--- src/rtl/tdm_pkg.sv ---
`default_nettype none
// ============================================================================
// tdm_pkg : shared state type and slot constants for the TDM 1-to-4 demux
// Revision: 1.0
// ============================================================================
package tdm_pkg;

    typedef enum logic [0:0] {
        HUNT = 1'b0,
        SYNC = 1'b1
    } tdm_state_t;

    localparam logic [1:0] SLOT_FIRST = 2'd0;
    localparam logic [1:0] SLOT_LAST  = 2'd3;
    localparam int         NUM_SLOTS  = 4;

endpackage
`default_nettype wire

--- src/rtl/tdm_slot_counter.sv ---
`default_nettype none
// ============================================================================
// tdm_slot_counter : modulo-4 slot index with load-to-0/1 and first/last flags
// Revision: 1.0
// ============================================================================
module tdm_slot_counter
    import tdm_pkg::*;
(
    input  logic       clk,
    input  logic       rst_n,
    input  logic       i_inc,
    input  logic       i_load0,
    input  logic       i_load1,
    output logic [1:0] o_slot,
    output logic       o_is_first,
    output logic       o_is_last
);

    logic [1:0] r_slot;

    // Loads win over increment: a marker always restarts the frame.
    always_ff @(posedge clk or negedge rst_n) begin
        if (!rst_n) begin
            r_slot <= SLOT_FIRST;
        end else if (i_load0) begin
            r_slot <= SLOT_FIRST;
        end else if (i_load1) begin
            r_slot <= SLOT_FIRST + 2'd1;
        end else if (i_inc) begin
            r_slot <= r_slot + 2'd1;
        end
    end

    assign o_slot     = r_slot;
    assign o_is_first = (r_slot == SLOT_FIRST);
    assign o_is_last  = (r_slot == SLOT_LAST);

endmodule
`default_nettype wire

--- src/rtl/tdm_demux14.sv ---
`default_nettype none
// ============================================================================
// tdm_demux14 : frame-locked TDM 1-to-4 demultiplexer, publishes whole frames
// Revision: 1.0
// ============================================================================
module tdm_demux14
    import tdm_pkg::*;
#(
    parameter int WIDTH = 1
) (
    input  logic             clk,
    input  logic             rst_n,
    input  logic [WIDTH-1:0] din,
    input  logic             din_valid,
    input  logic             frame_sync,
    output logic [WIDTH-1:0] d0,
    output logic [WIDTH-1:0] d1,
    output logic [WIDTH-1:0] d2,
    output logic [WIDTH-1:0] d3,
    output logic             frame_valid,
    output logic             sync_err,
    output logic             locked,
    output logic [1:0]       slot
);

    tdm_state_t       r_state;
    tdm_state_t       w_next_state;
    logic [1:0]       w_slot;
    logic             w_is_first;
    logic             w_is_last;
    logic             w_inc;
    logic             w_load0;
    logic             w_load1;
    logic             w_wr;
    logic [1:0]       w_wr_slot;
    logic             w_publish;
    logic             w_err;
    logic [WIDTH-1:0] r_shadow [NUM_SLOTS-1];
    logic [WIDTH-1:0] r_d0;
    logic [WIDTH-1:0] r_d1;
    logic [WIDTH-1:0] r_d2;
    logic [WIDTH-1:0] r_d3;
    logic             r_frame_valid;
    logic             r_sync_err;

    tdm_slot_counter u_slot_counter (
        .clk        (clk),
        .rst_n      (rst_n),
        .i_inc      (w_inc),
        .i_load0    (w_load0),
        .i_load1    (w_load1),
        .o_slot     (w_slot),
        .o_is_first (w_is_first),
        .o_is_last  (w_is_last)
    );

    always_ff @(posedge clk or negedge rst_n) begin
        if (!rst_n) begin
            r_state <= HUNT;
        end else begin
            r_state <= w_next_state;
        end
    end

    always_comb begin
        w_next_state = r_state;
        w_inc        = 1'b0;
        w_load0      = 1'b0;
        w_load1      = 1'b0;
        w_wr         = 1'b0;
        w_wr_slot    = SLOT_FIRST;
        w_publish    = 1'b0;
        w_err        = 1'b0;
        if (din_valid) begin
            case (r_state)
                HUNT: begin
                    if (frame_sync) begin
                        w_wr         = 1'b1;
                        w_load1      = 1'b1;
                        w_next_state = SYNC;
                    end
                end
                SYNC: begin
                    if (frame_sync) begin
                        // A marker always starts a new frame; mid-frame it also flags the drop.
                        w_wr = 1'b1;
                        if (w_is_first) begin
                            w_inc = 1'b1;
                        end else begin
                            w_err   = 1'b1;
                            w_load1 = 1'b1;
                        end
                    end else if (w_is_first) begin
                        w_err        = 1'b1;
                        w_load0      = 1'b1;
                        w_next_state = HUNT;
                    end else begin
                        w_wr      = 1'b1;
                        w_wr_slot = w_slot;
                        w_inc     = 1'b1;
                        w_publish = w_is_last;
                    end
                end
                default: begin
                    w_next_state = HUNT;
                    w_load0      = 1'b1;
                end
            endcase
        end
    end

    // Slots 0..2 are buffered; the slot-3 sample goes straight into the output bank.
    generate
        for (genvar i = 0; i < NUM_SLOTS - 1; i++) begin : g_shadow
            always_ff @(posedge clk or negedge rst_n) begin
                if (!rst_n) begin
                    r_shadow[i] <= '0;
                end else if (w_wr && (w_wr_slot == 2'(i))) begin
                    r_shadow[i] <= din;
                end
            end
        end
    endgenerate

    always_ff @(posedge clk or negedge rst_n) begin
        if (!rst_n) begin
            r_d0          <= '0;
            r_d1          <= '0;
            r_d2          <= '0;
            r_d3          <= '0;
            r_frame_valid <= 1'b0;
            r_sync_err    <= 1'b0;
        end else begin
            r_frame_valid <= w_publish;
            r_sync_err    <= w_err;
            if (w_publish) begin
                r_d0 <= r_shadow[0];
                r_d1 <= r_shadow[1];
                r_d2 <= r_shadow[2];
                r_d3 <= din;
            end
        end
    end

    assign d0          = r_d0;
    assign d1          = r_d1;
    assign d2          = r_d2;
    assign d3          = r_d3;
    assign frame_valid = r_frame_valid;
    assign sync_err    = r_sync_err;
    assign locked      = (r_state == SYNC);
    assign slot        = w_slot;

endmodule
`default_nettype wire

--- config.mk ---
export PLATFORM = sky130hd
export DESIGN_NAME = tdm_demux14
export DESIGN_NICKNAME = d
export VERILOG_FILES = /design/src/rtl/tdm_pkg.sv /design/src/rtl/tdm_slot_counter.sv /design/src/rtl/tdm_demux14.sv
export SDC_FILE = /design/constraint.sdc
export NUM_CORES = 1
export LEC_CHECK = 0
export ABC_AREA = 1
export CORE_AREA = 2 2 39 41
export CTS_CLUSTER_DIAMETER = 30
export CTS_CLUSTER_SIZE = 30
export DETAILED_ROUTE_END_ITERATION = 10
export DIE_AREA = 0 0 41 43
export PLACE_DENSITY = 0.79
export SYNTH_ARGS = -nofsm -noshare
export SYNTH_HDL_FRONTEND = slang
export SYNTH_SLANG_ARGS = --single-unit
--- constraint.sdc ---
create_clock -name clk -period 2.2 [get_ports clk]
set_input_delay 0.22 -clock clk [delete_from_list [all_inputs] [get_ports clk]]
set_output_delay 0.22 -clock clk [all_outputs]
set_load 0.03 [all_outputs]
==> results by group, run 1 <==
Clocking
  – TritonCTS clock tree: yes
  – CTS Buffer Depth: 2
  – CTS sink cnt: 12
  – Hold buffer count at cts: 0
  – Post-CTS resize count: 0
  – Clk_lat worst skew: 280 ps
  – H-tree depth: 1
  – Cts bufs inserted: 3
  – Clk slew on worst S/H paths: 80 ps
  – Root Driver: clkbuf_4
  – Post-CTS setup buffer count: 0

Logic synthesis
  – Register area share after synthesis: 46.0%
  – Netlist Area Pre-Place: 653 um2
  – Synth Area per Inst: 8.16 um2
  – Flop and latch count out of synthesis: 12
  – Yosys warning count: 0
  – Syn Nets: 89
  – Gate Count Post-Synth: 80
  – Yosys cell types: 16

STA
  – RSZ-0062 raised after global routing: no
  – Endpoints failing hold: 0
  – Min Tclk post-route: 1690 ps
  – Max-slew headroom: 64.9%
  – Clk_skew: 1.66 ps
  – Worst slew pin tran: 525 ps
  – Setup TNS: 0 ps
  – Final Max Slew Viols: 0
  – FMAX: 593 MHz
  – Final cycle utilization of the critical path: 76.7%
  – # setup viols final: 0

GRT
  – GR peak layer: met2
  – Routing usage on met2: 24.7%
  – Met3 global-route usage: 3.14%
  – Total GRT Usage: 17.5%
  – Initial antenna violation count: 0
  – Vias in the first global route: 500
  – Pin count of the biggest net entering global routing: 13
  – Overflow after GRT: 0
  – First-pass GRT wire length: 2060 um
  – M1 GR Usage: 23.2%

Drt
  – Drt total wl: 1200 um
  – Detail Route Antenna Nets: 0
  – DRC violations left: 0
  – Vias: 568
  – Vias per cell: 5.03
  – DRT iter0 DRCs: 13
  – Wire length per cell: 10.6 um
  – First drt pass iteration count: 4

Critical path
  – CP Buf/Inv Count: 1
  – Slowest-stage cell, CP: clkdlybuf4s50_1
  – Largest stage delay, worst path: 710 ps
  – CP required: 1980 ps
  – CP Class: flop to primary output
  – Startpoint types: flop
  – Critical path's top delay family: buffers and inverters
  – Critical path arrival: 1470 ps
  – Peak fanout along the critical path: 7
  – Worst-path cell chain: clkdlybuf4s50_1
  – CP endpoint kind: primary output

Floorplan
  – Floorplan row count: 14
  – Area of the die: 1760 um2
  – Die W: 41 um
  – Initial core utilization: 47.2%
  – # IOs: 14
  – Core Region: 1380 um2
  – Die Y: 43 um

Worst hold path
  – HP Class: input pin to asynchronous set/reset pin

Status
  – Status: completed

Cells and area
  – Area Growth Syn to Fin: 28.5%
  – Commonest non-fill, non-tap cell in the layout: nand2_1
  – Fin util: 60.7%
  – Most frequent cells in the layout: 29 x nand2_1, 13 x clkdlybuf4s50_1, 12 x dfrtp_1, 8 x inv_1, 7 x nand3_1
  – Diodes inserted: 0
  – Fraction of layout cells with a size suffix above 1: 11.3%
  – Nets: 107

Place
  – # port buffers: 13
  – Dpl hpwl: 953 um
  – GPL Wtd Cong: 0.817

Pwr
  – VDD IR max: 0.000715 V
  – Final Power: 993 uW
  – Total power per unit cell area: 1180 nW/um2
  – P_leak: 0.000433 uW

Job
  – Max-cap violations: 0
## logic make-up after synthesis
group / share of synthesized area, %
AO/OA/AOI/OAI: 3.45
adder cells (fa/ha/maj): 7.66
buffers and inverters: 6.70
flip-flops: 46.0
AND/OR/NAND/NOR: 36.2
## cell usage after synthesis, drive strengths merged
library cell  number  area, um2
nand4              3       18.8
nand2             30        115
clkinv             2       10.0
a21oi              1       5.00
o21ai              2       10.0
dfrtp             12        300
nand3             10       80.1
ha                 4       50.1
o211ai             1       7.51
nor2               6       22.5
inv                9       33.8
## state kept, by name, indices dropped and copies added (netlist names)
register	flops
d0	1
frame_valid	1
d2	1
locked	1
u_slot_counter.o_slot	2
sync_err	1
r_shadow	3
d1	1
d3	1
## final timing paths
| check | from | end | slack, ps | depth (start not counted) |
|---|---|---|---|---|
| max | locked | locked | 510 | 1 |
| min | rst_n | locked | 280 | 1 |
| max reg2reg | u_slot_counter.o_slot[0] | u_slot_counter.o_slot[0] | 700 | 10 |
| min reg2reg | r_shadow[1] | r_shadow[1] | 480 | 2 |
| max in group asynchronous | rst_n | r_shadow[1] | 1570 | 1 |
| min in group clk | r_shadow[1] | r_shadow[1] | 480 | 2 |
## power by group
group / internal [uW] / switching (uW) / leakage [uW]
clock network: 101 / 80.0 / 0.0000210
registers: 291 / 61.6 / 0.000159
logic: 184 / 277 / 0.000254
## stage by stage
step	area [um2]	instances	hold slack (ps)	worst slack (ps)
after floorplan	653	80	-75.6	634
after global placement	803	109	457	733
after detailed placement	803	109	458	717
after CTS	840	113	299	508
after global routing	840	113	323	460
final	840	113	281	513
## per-layer routing
| layer | wire, um | vias up |
|---|---|---|
| met4 | 24 | 0 |
| met1 | 549 | 256 |
| met3 | 69 | 2 |
| met2 | 559 | 19 |
| met5 | 0 | - |
| li1 | - | 291 |
## final cells by class
class                           instances  area (um2)
Inverter                               11        43.8
Timing Repair Buffer                   13         130
Clock buffer                            4        36.3
Sequential cell                        12         300
Multi-Input combinational cell         57         309
Tap cell                               16        20.0
Fill cell                             129         544
No activity file was read; power rests on OpenSTA's default activity.
==> run 2, diff against run 1 <==
Settings changed: CORE_AREA 2 2 39 41 to not set, CORE_MARGIN set to 2, CORE_UTILIZATION set to 47, DIE_AREA 0 0 41 43 to not set, PLACE_DENSITY 0.79 to 0.77.
Clock period 2.2 ns to 1.68 ns, I/O delays scaled along.
==> results by group, run 2 (synthesis gave the netlist of run 1 again) <==
Critical path
  – Slowest-stage cell, CP: clkdlybuf4s50_1
  – CP endpoint kind: primary output
  – CP Buf/Inv Count: 1
  – Largest stage delay, worst path: 710 ps
  – Critical path's top delay family: buffers and inverters
  – Startpoint types: flop
  – FF-to-FF setup slack: 210 ps
  – CP required: 1510 ps
  – CP Class: flop to primary output
  – Critical path arrival: 1440 ps
  – Peak fanout along the critical path: 7
  – Worst-path cell chain: clkdlybuf4s50_1

Place
  – Dpl hpwl: 966 um
  – Placed Cells: 108
  – # port buffers: 13
  – GPL Wtd Cong: 0.854

GRT
  – Total GRT Usage: 20.3%
  – Routing usage on met2: 30.9%
  – GR peak layer: met2
  – Pin count of the biggest net entering global routing: 13
  – Overflow after GRT: 0
  – Initial antenna violation count: 0
  – M1 GR Usage: 23.1%
  – First-pass GRT wire length: 2100 um
  – Vias in the first global route: 501
  – Met3 global-route usage: 9.78%

Clocking
  – Clk slew on worst S/H paths: 70 ps
  – Post-CTS resize count: 0
  – Cts bufs inserted: 3
  – Hold buffer count at cts: 0
  – Root Driver: clkbuf_4
  – TritonCTS clock tree: yes
  – CTS sink cnt: 12
  – Post-CTS setup buffer count: 0
  – H-tree depth: 1
  – Clk_lat worst skew: 280 ps
  – CTS Buffer Depth: 2

Drt
  – Wire length per cell: 10.9 um
  – DRC violations left: 0
  – Vias: 573
  – Vias per cell: 5.12
  – DRT iter0 DRCs: 16
  – Detail Route Antenna Nets: 0
  – Drt total wl: 1220 um
  – First drt pass iteration count: 4

Pwr
  – Total power per unit cell area: 1540 nW/um2
  – Flop pwr share: 35.6%
  – P_leak: 0.000442 uW
  – Clk pwr share: 17.6%
  – Cell Int Power: 754 uW
  – VDD IR max: 0.000926 V
  – Net switching power: 541 uW
  – Sw frac: 41.8%
  – Combinational share of power: 46.9%

Status
  – Status: completed

Cells and area
  – Area Growth Syn to Fin: 28.7%
  – Commonest non-fill, non-tap cell in the layout: nand2_1
  – Most frequent cells in the layout: 29 x nand2_1, 12 x dfrtp_1, 12 x clkdlybuf4s50_1, 8 x inv_1, 7 x nand3_1
  – Post-route insts no fill: 112
  – Nets: 107
  – Register with the most flip-flops: r_shadow
  – Diodes inserted: 0
  – Fraction of layout cells with a size suffix above 1: 11.3%
  – Max reg flops: 3

STA
  – Min Tclk post-route: 1610 ps
  – Worst Hold Slack: 227 ps
  – Endpoints failing hold: 0
  – Final Max Slew Viols: 0
  – Setup TNS: 0 ps
  – Max-slew headroom: 65.2%
  – Final cycle utilization of the critical path: 96.0%
  – Worst slew pin tran: 521 ps
  – Clk_skew: 6.71 ps
  – RSZ-0062 raised after global routing: no
  – # setup viols final: 0
  – FMAX: 620 MHz

Floorplan
  – Area of the die: 1700 um2
  – Floorplan row count: 13
  – Die W: 41.3 um
  – # IOs: 14
  – Initial core utilization: 50.2%
  – Die Y: 41.3 um
  – Core Region: 1300 um2

Job
  – Max-cap violations: 0

Worst hold path
  – HP Class: input pin to asynchronous set/reset pin
[run 2: changes by cell type in the layout (fill, tap and decap cells not counted), sizes merged]
cell,change
clkdlybuf4s50,-1
dlymetal6s2s,+1
[run 2: cell type report]
cell class	instances	area [um2]
fill	126	460
timing repair buffer	13	133
tap	15	18.8
clock buffer	4	36.3
multi-input combinational	57	309
sequential	12	300
inverter	11	43.8
[run 2: final timing paths]
path / cells after the start / endpoint / from
worst max-delay path: 1 / slot[0] / u_slot_counter.o_slot[0]
worst min-delay path: 1 / locked / rst_n
worst max register to register: 8 / u_slot_counter.o_slot[0] / u_slot_counter.o_slot[0]
worst min register to register: 2 / d0 / r_shadow[2]
max in group asynchronous: 1 / u_slot_counter.o_slot[0] / rst_n
min in group clk: 2 / d0 / r_shadow[2]
[run 2: power by group through the flow]
stage	registers, uW	logic, uW	clock network (uW)
3_5_place_dp	468	610	0
2_1_floorplan	574	299	0
4_1_cts	462	615	230
3_3_place_gp	464	600	0
6_report	460	607	227
5_1_grt	479	683	251
[run 2: through the flow]
step | cell area [um2] | setup slack, ps | total power [uW] | util, %
floorplan | 653 | 114 | 873 | -
detailed placement | 802 | 216 | 1080 | 61.6
finish | 841 | 67.7 | 1290 | 64.6
CTS | 838 | 48.8 | 1310 | 64.4
global route | 841 | 15.2 | 1410 | 64.6
global placement | 802 | 243 | 1060 | 61.6
[run 2: per-layer routing]
layer,part of all wire (%),wire length (um)
met1,45,549
met2,47,578
met3,5.3,65
met4,2.0,24
met5,0,0
==> run 3, diff against run 2 <==
Settings changed: ABC_AREA 1 to not set, CORE_UTILIZATION 47 to 46, PLACE_DENSITY 0.77 to 0.84, TNS_END_PERCENT set to 5.
==> results by group, run 3 <==
Status
  – Status: complete, but fails checks
  – Failing checks: setup timing

Pwr
  – Flop pwr share: 29.4%
  – Net switching power: 636 uW
  – Sw frac: 38.9%
  – P_leak: 0.000422 uW
  – Combinational share of power: 56.7%
  – Cell Int Power: 998 uW
  – Total power per unit cell area: 1850 nW/um2
  – Clk pwr share: 13.9%
  – VDD IR max: 0.000968 V

Cells and area
  – Fraction of layout cells with a size suffix above 1: 41.3%
  – Register with the most flip-flops: r_shadow
  – Nets: 85
  – FF/Latch Area: 303 um2
  – Most frequent cells in the layout: 12 x clkdlybuf4s50_1, 10 x dfrtp_1, 7 x mux2_2, 5 x buf_4, 4 x nor2_1
  – Diodes inserted: 0
  – Max reg flops: 3
  – Fin util: 69.7%
  – Multi-input logic area: 339 um2
  – Final Cell Area: 885 um2
  – Commonest non-fill, non-tap cell in the layout: clkdlybuf4s50_1
  – Area Growth Syn to Fin: 44.3%
  – Filler instances: 100

Place
  – # port buffers: 13
  – Dpl hpwl: 894 um
  – Dpl cell area: 842 um2
  – GPL Wtd Cong: 0.774
  – Pre-CTS WS: -76.4 ps

Clocking
  – CTS sink cnt: 12
  – Clk slew on worst S/H paths: 70 ps
  – TritonCTS clock tree: yes
  – Clk_lat worst skew: 270 ps
  – Cts bufs inserted: 3
  – Root Driver: clkbuf_4
  – CTS Buffer Depth: 2
  – H-tree depth: 1

STA
  – Setup TNS: -46.7 ps
  – Post-route setup slack: -46.7 ps
  – Max-slew headroom: 64.9%
  – Final Max Slew Viols: 0
  – Min Tclk post-route: 1730 ps
  – Worst slew pin tran: 526 ps
  – Endpoints failing hold: 0
  – RSZ-0062 raised after global routing: yes
  – Clk_skew: 0.745 ps
  – # setup viols final: 1
  – FMAX: 579 MHz
  – Final cycle utilization of the critical path: 103%

Critical path
  – Critical path arrival: 1890 ps
  – RR Endpoint: u_slot_counter.o_slot[0]
  – CP required: 1840 ps
  – Crit path to: u_slot_counter.o_slot[0]
  – CP Class: flop to flop
  – FF-to-FF setup slack: -50 ps
  – R2R Path Start: u_slot_counter.o_slot[0]
  – Critical Path Start: u_slot_counter.o_slot[0]
  – CP endpoint kind: flop
  – Peak fanout along the critical path: 3
  – Startpoint types: flop
  – Worst Reg-to-Reg Cells: 8

Logic synthesis
  – Synth Flop Type: dfrtp_1
  – Adder-Cell Fraction of Synth Area: 8.16%
  – Top cells by count, synth: 12 x dfrtp_1, 7 x mux2_2, 5 x inv_1
  – Simple-gate share of the synthesized area: 16.1%
  – Yosys warning count: 0
  – Mux cell area share after synthesis: 16.3%
  – Yosys cell types: 21
  – Largest family of logic cells by synthesized area: multiplexers
  – Yosys top cell by area: dfrtp_1
  – Netlist Area Pre-Place: 613 um2
  – Syn Nets: 63
  – Synth Area in Compound Gates: 6.53%
  – Top-count cell post-synth: dfrtp_1
  – Synth Area in XOR/XNOR: 0%
  – Top post-synthesis cells by area: dfrtp_1 49%, mux2_2 13%, ha_1 8.2%, inv_1 3.1%, nor2b_2 2.9%
  – Post-synth top area share: 49.0%
  – Post-synth EDFFs: 0
  – Gate Count Post-Synth: 54
  – Async SR Flop Fraction: 100%
  – Flop and latch count out of synthesis: 12
  – Register area share after synthesis: 49.0%
  – Synth Area per Inst: 11.4 um2

Floorplan
  – # IOs: 14
  – Core Region: 1270 um2
  – Floorplan row count: 13
  – Die W: 40.5 um
  – Initial core utilization: 48.3%
  – Area of the die: 1640 um2
  – Die Y: 40.5 um

Drt
  – DRC violations left: 0
  – Detail Route Antenna Nets: 0
  – Vias: 469
  – DRT iter0 DRCs: 4
  – First drt pass iteration count: 2
  – Drt total wl: 1180 um
  – Wire length per cell: 13.1 um
  – Vias per cell: 5.21

GRT
  – Total GRT Usage: 17.3%
  – Initial antenna violation count: 0
  – Pin count of the biggest net entering global routing: 13
  – Vias in the first global route: 416
  – First-pass GRT wire length: 1810 um
  – Overflow after GRT: 0

Job
  – Max-cap violations: 0

Worst hold path
  – HP Class: input pin to asynchronous set/reset pin
## run 3: cell types whose count changed after synthesis, moves of 3 or more
cell     previous run  this run
inv_1               8         5
nand2_1            29         1
mux2_2              0         7
nand3_1             7         2
## run 3: timing repair
action | CTS | global route
setup endpoints to repair | 2 | 2
hold buffers | 0 | 0
hold endpoints to repair | 0 | 0
buffers inserted | 0 | 0
gates resized for setup | 2 | 1
pin swaps | 1 | 0
## run 3: worst min-delay path by stage
| stage | start | endpoint | slack [ps] | cells after the start |
|---|---|---|---|---|
| after floorplan | rst_n | d0 | -130 | 0 |
| after global placement | r_shadow[0] | d2 | 480 | 1 |
| after detailed placement | r_shadow[0] | r_shadow[0] | 490 | 1 |
| after CTS | rst_n | r_shadow[1] | 250 | 1 |
| after global routing | rst_n | r_shadow[1] | 280 | 1 |
| final | rst_n | r_shadow[1] | 240 | 1 |
## run 3: cell type report
cell class,count,share of cell area [%]
Clock buffer,4,4.10
Multi-Input combinational cell,36,38.3
Inverter,5,2.40
Tap cell,15,2.12
Sequential cell,12,34.2
Timing Repair Buffer,18,18.8
## run 3: metal layers
layer / vias up / GRT usage, % / share of wire, %
li1: 229 / - / -
met1: 222 / 19.9 / 44
met2: 16 / 28.6 / 48
met3: 2 / 6.11 / 6.0
met4: 0 / 7.50 / 1.5
met5: - / 0 / 0
## run 3: cells by family (layout without fill, tap and decap cells)
family                     Yosys count  count (layout)
and+or+nand+nor                     17              17
AOI/OAI and AO/OA                    6               6
DFF                                 12              12
adders and majority gates            4               4
buffers and inverters                6              27
muxes                                9               9
## run 3: critical path: stages (launching register included)
cell and delay, ps:
dfrtp_2 420, inv_2 90, ha_4 140, inv_4 40
ha_4 150, nand2b_4 130, o221a_4 240, nor2b_4 120
mux2_4 290
## run 3: power groups by stage
| stage | registers [uW] | clock network, uW | logic, uW |
|---|---|---|---|
| 2_1_floorplan | 646 | 0 | 413 |
| 3_3_place_gp | 483 | 0 | 889 |
| 3_5_place_dp | 487 | 0 | 908 |
| 4_1_cts | 483 | 233 | 918 |
| 5_1_grt | 494 | 250 | 1010 |
| 6_report | 481 | 227 | 927 |
## run 3: metrics by stage
stage               total power (uW)  hold slack [ps]  instances
global placement                1370              484         86
CTS                             1630              249         90
finish                          1630              239         90
detailed placement              1390              492         86
floorplan                       1060             -128         54
global route                    1750              282         90
